==> config.mk <==
export PLATFORM = sky130hd
export DESIGN_NAME = rr_arbiter16
export DESIGN_NICKNAME = d
export VERILOG_FILES = /design/src/rtl/arb_pkg.sv /design/src/rtl/rr_pick16.sv /design/src/rtl/rr_arbiter16.sv
export SDC_FILE = /design/constraint.sdc
export NUM_CORES = 1
export LEC_CHECK = 0
export ABC_AREA = 0
export BUFFER_PORTS_ARGS = -buffer_cell sky130_fd_sc_hd__buf_2
export CAP_MARGIN = 10
export CORE_MARGIN = 4
export CORE_UTILIZATION = 50
export DETAILED_ROUTE_END_ITERATION = 8
export GPL_TIMING_DRIVEN = 0
export PLACE_DENSITY = 0.73
export SYNTH_ARGS = -nofsm -noshare
export SYNTH_HDL_FRONTEND = slang
export SYNTH_SLANG_ARGS = --single-unit
==> constraint.sdc <==
create_clock -name clk -period 8.3 [get_ports clk]
set_input_delay 0.415 -clock clk [delete_from_list [all_inputs] [get_ports clk]]
set_output_delay 0.415 -clock clk [all_outputs]
set_load 0.01 [all_outputs]
==> src/rtl/arb_pkg.sv <==
// Shared constants and types for the 16-way round-robin arbiter.
package arb_pkg;
  localparam int N   = 16;
  localparam int IDW = 4;
  localparam int HCW = 8;

  typedef enum logic {
    ST_IDLE  = 1'b0,
    ST_GRANT = 1'b1
  } state_t;

  function automatic logic [N-1:0] onehot(input logic [IDW-1:0] idx);
    return N'(1) << idx;
  endfunction
endpackage

==> src/rtl/rr_pick16.sv <==
// Rotating-priority pick: first set request at or after start, wrapping mod 16.
module rr_pick16
  import arb_pkg::*;
(
  input  logic [N-1:0]   req,
  input  logic [IDW-1:0] start,
  output logic [IDW-1:0] idx,
  output logic           none
);

  logic [N-1:0]   rot;
  logic [IDW-1:0] off;

  // Rotate so that 'start' lands on bit 0, then take the lowest set bit.
  always_comb begin
    rot = N'({req, req} >> start);
    off = '0;
    for (int i = N-1; i >= 0; i--) begin
      if (rot[i]) off = IDW'(i);
    end
  end

  assign none = ~|req;
  assign idx  = none ? '0 : start + off;

endmodule

==> src/rtl/rr_arbiter16.sv <==
// Round-robin arbiter for 16 requesters with grant hold and hold-limit preemption.
module rr_arbiter16
  import arb_pkg::*;
#(
  parameter int MAX_HOLD = 8
) (
  input  logic           clk,
  input  logic           rst_n,
  input  logic [N-1:0]   req,
  input  logic           done,
  output logic [N-1:0]   gnt,
  output logic [IDW-1:0] gnt_id,
  output logic           gnt_valid,
  output logic           idle,
  output logic           preempt
);

  state_t         state;
  logic [IDW-1:0] ptr;
  logic [IDW-1:0] pick;
  logic           pick_none;
  logic [HCW-1:0] hold_cnt;
  logic           rel;
  logic           expd;

  rr_pick16 u_pick (
    .req   (req),
    .start (ptr),
    .idx   (pick),
    .none  (pick_none)
  );

  assign rel  = done | ~req[gnt_id];
  assign expd = (hold_cnt == HCW'(MAX_HOLD - 1));
  assign idle = (state == ST_IDLE) & pick_none;

  always_ff @(posedge clk or negedge rst_n) begin
    if (!rst_n) begin
      state     <= ST_IDLE;
      ptr       <= '0;
      hold_cnt  <= '0;
      gnt       <= '0;
      gnt_id    <= '0;
      gnt_valid <= 1'b0;
      preempt   <= 1'b0;
    end else begin
      case (state)
        ST_IDLE: begin
          preempt <= 1'b0;
          if (!pick_none) begin
            state     <= ST_GRANT;
            gnt_id    <= pick;
            gnt       <= onehot(pick);
            gnt_valid <= 1'b1;
            hold_cnt  <= '0;
          end
        end
        ST_GRANT: begin
          // A release in the expiry cycle wins: no preempt pulse then.
          if (rel || expd) begin
            state     <= ST_IDLE;
            gnt       <= '0;
            gnt_valid <= 1'b0;
            ptr       <= gnt_id + 4'd1;
            preempt   <= expd & ~rel;
          end else begin
            hold_cnt <= hold_cnt + 8'd1;
            preempt  <= 1'b0;
          end
        end
      endcase
    end
  end

endmodule

==> results.cfg, run 1 <==
[synthesis]
syn_avg_cell_area_um2 = 10.21
ys_seq_elements = 35
synth_top_area_cell = dfrtp_1
yosysMostFrequentCell = nand2_1
synth_edf_count = 0
synth_fp_nets = 309
synth_seq_area_share = 0.3020
synth_area_leaders = dfrtp_1, mux4_2, mux4_1, nand2_1, a21oi_1
synth_flop_cell = dfrtp_1
async_flop_share = 1.000
syn_area_um2 = 2900
synthCells = 284
yosys_warnings = 0
ys_types = 55
netlist_top_cells_count = nand2_1, dfrtp_1, a21oi_1
synth_top_area_share = 0.3020

[die]
dieArea_um2 = 7083
core_um2 = 5574
num_rows = 27
start_util = 0.5203
die_w_um = 84.16
die_h_um = 84.16
ios = 42

[placed_design]
io_buffers = 41
hpwl_mm = 5.286
preCtsSetupSlack_ns = 3.960
gp_congestion = 0.9553

[clocking]
ctsResizeCount = 0
clock_latency_ns = 0.28
cts_buffers = 5
cts-root-buf = clkbuf_8
cts_buffer_depth = 2
clk_pin_slew_worst_paths_ns = 0.07
cts_max_level = 2
cts.sinks = 35
post_cts_buffers = 0
cts_tree = built
hold_buffers = 0

[layout]
insertedDiodeCount = 0
drive_gt1_frac = 0.2342
design.final.nets = 357
post-route-util = 0.5879
area_growth_pct = 12.99

[grt]
grt_pass1_vias = 2421
grt-ovfl-total = 0
grt_max_degree = 36
grt_antenna_before_repair = 0
grt_pass1_wl_mm = 12.08
track_usage = 0.2105

[pwr]
ir_worst_vdd_mv = 0.2254
powerDensity_nw_per_um2 = 442.6
p_leak_uw = 0.001469

[routing]
first_pass_iters = 4
vias = 2524
wl_per_cell_um = 17.39
vias_per_cell = 6.232
routed_wl_mm = 7.043
drcViolationCount = 0
ant_nets = 0
first_iter_violations = 174

[setup_path]
cp_num_buf_inv = 1
criticalPathCategory = reg -> reg
required_ns = 8.52
critPathLaunchType = flip-flop
crit_chain = buf_6 > mux4_1 > mux4_2 > nor2b_1 > o21ai_0 > o21a_1 > a31oi_1 > ha_1 > fa_1 > xnor2_1 > and2_1 > nand2_1 > mux2i_1 > a22o_1
cpLargestDelayFamily = multiplexers
arrival_ns = 4.60
path_max_fanout = 9
slowest_delay_ns = 0.71
cp_slowest_cell = mux4_1
endpoint_kind = flip-flop

[sta]
fin_crit_ns = 4.380
rsz0062_at_grt = no
max-slew-margin-rel = 0.4975
tns_ns = 0
hold_viol = 0
final.period_utilization = 0.5277
clock_skew_ns = 0.004280
fmax_mhz = 228.3
slew_violations = 0
layout_setup_ws_ns = 3.920
worstMarginPinSlew_ns = 0.7538
setup_viol = 0

[run_status]
status = complete, no violations

[run]
cap_violations = 0

[hold_path]
hold_class = in -> async
[flip-flops by register name, summed over array words and instances, names as in the netlist]
signal     count
gnt           16
hold_cnt       8
gnt_id         4
ptr            4
gnt_valid      1
preempt        1
state          1
[final timing paths]
path,end,startpoint,slack (ns),depth (start not counted)
setup / recovery,gnt[9],ptr[1],3.92,14
hold / removal,gnt[13],rst_n,0.19,1
setup reg to reg,gnt[9],ptr[1],3.92,14
hold reg to reg,hold_cnt[7],hold_cnt[7],0.49,1
max in group asynchronous,ptr[2],rst_n,7.62,1
min in group clk,preempt,done,0.33,2
[per-layer routing]
layer	GRT usage	share of wire	vias to the layer above
li1	-	-	1200
met1	0.2994	0.45	1231
met2	0.3379	0.48	83
met3	0.04024	0.056	10
met4	0.04386	0.011	0
met5	0	0	-
[cells by family after synthesis]
kind of cell             after synthesis  synth area share
XOR/XNOR                               8           0.03063
AO/OA/AOI/OAI                         76            0.1903
AND/OR/NAND/NOR                       97            0.1622
flip-flops                            35            0.3020
adder cells (fa/ha/maj)                6           0.02847
buffers and inverters                 24           0.04012
multiplexers                          38            0.2463
[cells in the final DEF, fill, tap and decap left out, drive strengths merged, types with 6 or more instances in the layout]
master | synthesis | layout
a32o | 8 | 8
mux2i | 8 | 8
o21ai | 15 | 15
mux4 | 23 | 23
nand3 | 9 | 9
clkbuf | 8 | 15
buf | 6 | 47
a21oi | 17 | 17
nand2 | 39 | 39
inv | 9 | 9
nand2b | 6 | 6
a22o | 8 | 8
dfrtp | 35 | 35
mux2 | 7 | 7
nor2 | 13 | 13
[metrics by stage]
stage | hold slack, ns | power (uW) | instance area [um2] | instances
2_1_floorplan | 0.1194 | 1091 | 2900 | 284
3_3_place_gp | 0.4740 | 1300 | 3196 | 397
3_5_place_dp | 0.4759 | 1325 | 3196 | 397
6_report | 0.1897 | 1450 | 3277 | 405
4_1_cts | 0.2138 | 1448 | 3277 | 405
5_1_grt | 0.2508 | 1594 | 3277 | 405
[area by class of cell]
class | count | area, um2
Buffer | 14 | 78.83
Clock buffer | 7 | 76.32
Clock inverter | 1 | 5.005
Fill cell | 498 | 2297
Inverter | 10 | 37.54
Multi-Input combinational cell | 225 | 1908
Sequential cell | 35 | 875.8
Tap cell | 72 | 90.09
Timing Repair Buffer | 41 | 205.2
[power by group]
part | switching (uW) | total, uW | internal [uW]
Combinational | 623 | 1080 | 458
Sequential | 39.4 | 253 | 214
Clock | 57.8 | 117 | 58.8
Total | 720 | 1450 | 730
[worst register-to-register path: stages (launching register included)]
cell,delay (ns)
dfrtp_1,0.43
buf_6,0.20
mux4_1,0.72
mux4_2,0.55
nor2b_1,0.16
o21ai_0,0.21
o21a_1,0.15
a31oi_1,0.04
ha_1,0.23
fa_1,0.42
xnor2_1,0.48
and2_1,0.22
nand2_1,0.06
mux2i_1,0.28
a22o_1,0.19
No activity file was read; power rests on OpenSTA's default activity.
==> run 2, diff against run 1 <==
- PLACE_DENSITY: 0.73 -> 0.76
- clock period: 8.3 -> 3.7 ns (I/O delays scaled with it)
==> run 2 against run 1 <==
The run now ends with negative setup slack left. Sequential cell count is the same. Register-to-register slack worse by 4.0 ns. Final area up 16%.
==> results.cfg, run 2 (synthesis gave the netlist of run 1 again) <==
[die]
die_h_um = 84.16
die_w_um = 84.16
ios = 42
dieArea_um2 = 7083
num_rows = 27
start_util = 0.5203
core_um2 = 5574

[setup_path]
reg2reg_slack_ns = -0.05
worstReg2RegStart = ptr[1]
cp-startpoint = ptr[1]
r2r_cells = 16
criticalPathCategory = reg -> reg
r2r-end = gnt[14]
endpoint_kind = flip-flop
path_max_fanout = 6
required_ns = 3.89
arrival_ns = 3.93
critPathLaunchType = flip-flop
crit_end = gnt[14]

[sta]
worstMarginPinSlew_ns = 0.7584
hold_viol = 0
fin_hold_ws_ns = 0.08548
fin_crit_ns = 3.746
setup_viol = 17
final.period_utilization = 1.012
fmax_mhz = 266.9
layout_setup_ws_ns = -0.04611
clock_skew_ns = 0.006339
slew_violations = 0
max-slew-margin-rel = 0.4944
rsz0062_at_grt = yes

[hold_path]
hold_class = in -> reg

[grt]
grt_antenna_before_repair = 0
grt_pass1_wl_mm = 13.54
track_usage = 0.2346
grt-ovfl-total = 0
grt_max_degree = 36
grt_pass1_vias = 2791

[run]
cap_violations = 0

[placed_design]
hpwl_mm = 5.304
io_buffers = 41
gp_congestion = 0.9262

[clocking]
clock_latency_ns = 0.29
cts_buffers = 5
cts_tree = built
cts_max_level = 2
clk_pin_slew_worst_paths_ns = 0.08
cts.sinks = 35
cts-root-buf = clkbuf_8
cts_buffer_depth = 2

[layout]
final_cell_mix = buf_2, nand2_1, dfrtp_1
design.final.nets = 386
regMostFlops = gnt
area_growth_pct = 30.85
drive_gt1_frac = 0.4254
largestRegisters = gnt: 16 flops, hold_cnt: 8 flops
largest_reg_flops = 16
insertedDiodeCount = 0
final_common_cell = buf_2

[routing]
routed_wl_mm = 8.108
wl_per_cell_um = 18.68
drcViolationCount = 0
first_iter_violations = 239
vias_per_cell = 6.341
first_pass_iters = 5
vias = 2752
ant_nets = 0

[run_status]
status = finished with violations
violations = negative setup slack
run 2: cell count changes in the layout (fill, tap and decap cells not counted), sizes merged:
| cell | before | now |
|---|---|---|
| bufinv | 0 | 2 |
| clkinvlp | 0 | 1 |
| dlygate4sd3 | 0 | 1 |
| clkinv | 2 | 1 |
| buf | 47 | 75 |
| clkbuf | 15 | 13 |
run 2: through the flow:
step                      setup WS, ns  utilization  cell area, um2  setup TNS, ns  instances
after floorplan                0.01275            -            2929              0        284
after global placement         -0.4496       0.5785            3224         -6.840        397
after detailed placement       -0.4783       0.5785            3224         -7.238        397
after CTS                     0.003868       0.6631            3696              0        427
after global routing           -0.1644       0.6808            3795         -2.303        434
final                         -0.04611       0.6808            3795        -0.3853        434
run 2: how the worst min path moves through the flow:
stage | start | end | slack, ns | cells after the start
after floorplan | rst_n | gnt[0] | -0.11 | 0
after global placement | rst_n | gnt[12] | 0.29 | 1
after detailed placement | rst_n | gnt[14] | 0.29 | 1
after CTS | done | preempt | 0.08 | 2
after global routing | done | preempt | 0.08 | 2
final | done | preempt | 0.09 | 2
run 2: worst max-delay path, cell delays in order, from the launching register on:
cell	delay, ns
dfrtp_2	0.40
buf_12	0.13
buf_12	0.12
mux4_2	0.52
and2b_1	0.27
a211oi_2	0.07
a311oi_2	0.31
o21bai_1	0.13
a21oi_1	0.18
a31oi_1	0.12
ha_2	0.20
fa_2	0.45
xor2_4	0.18
and2_4	0.17
nand2_2	0.08
mux2i_4	0.08
a22o_1	0.21
run 2: layout make-up:
class	instances	area, um2
fill	411	1779
inverter	10	37.54
multi-input combinational	225	2103
tap	72	90.09
clock buffer	5	68.82
timing repair buffer	70	449.2
sequential	35	878.3
buffer	14	100.1
clock inverter	3	67.56
run 2: repair_timing:
action	CTS	global route
endpoints found under the setup margin	17	17
gates cloned	1	0
pin swaps	22	19
setup buffers	21	8
hold buffers	1	0
endpoints found under the hold margin	35	0
resized for setup	49	15
run 2: routing by layer:
layer	vias to the layer above	global-route usage	wire, um
met1	1322	0.3147	3392
li1	1250	-	-
met2	161	0.3802	3974
met4	0	0.06725	138
met5	-	0	0
met3	19	0.05692	602
Power of run 2 is left out: the tool's default activity adds up to more than one toggle a clock period on the data nets, which glitch-free logic cannot reach.
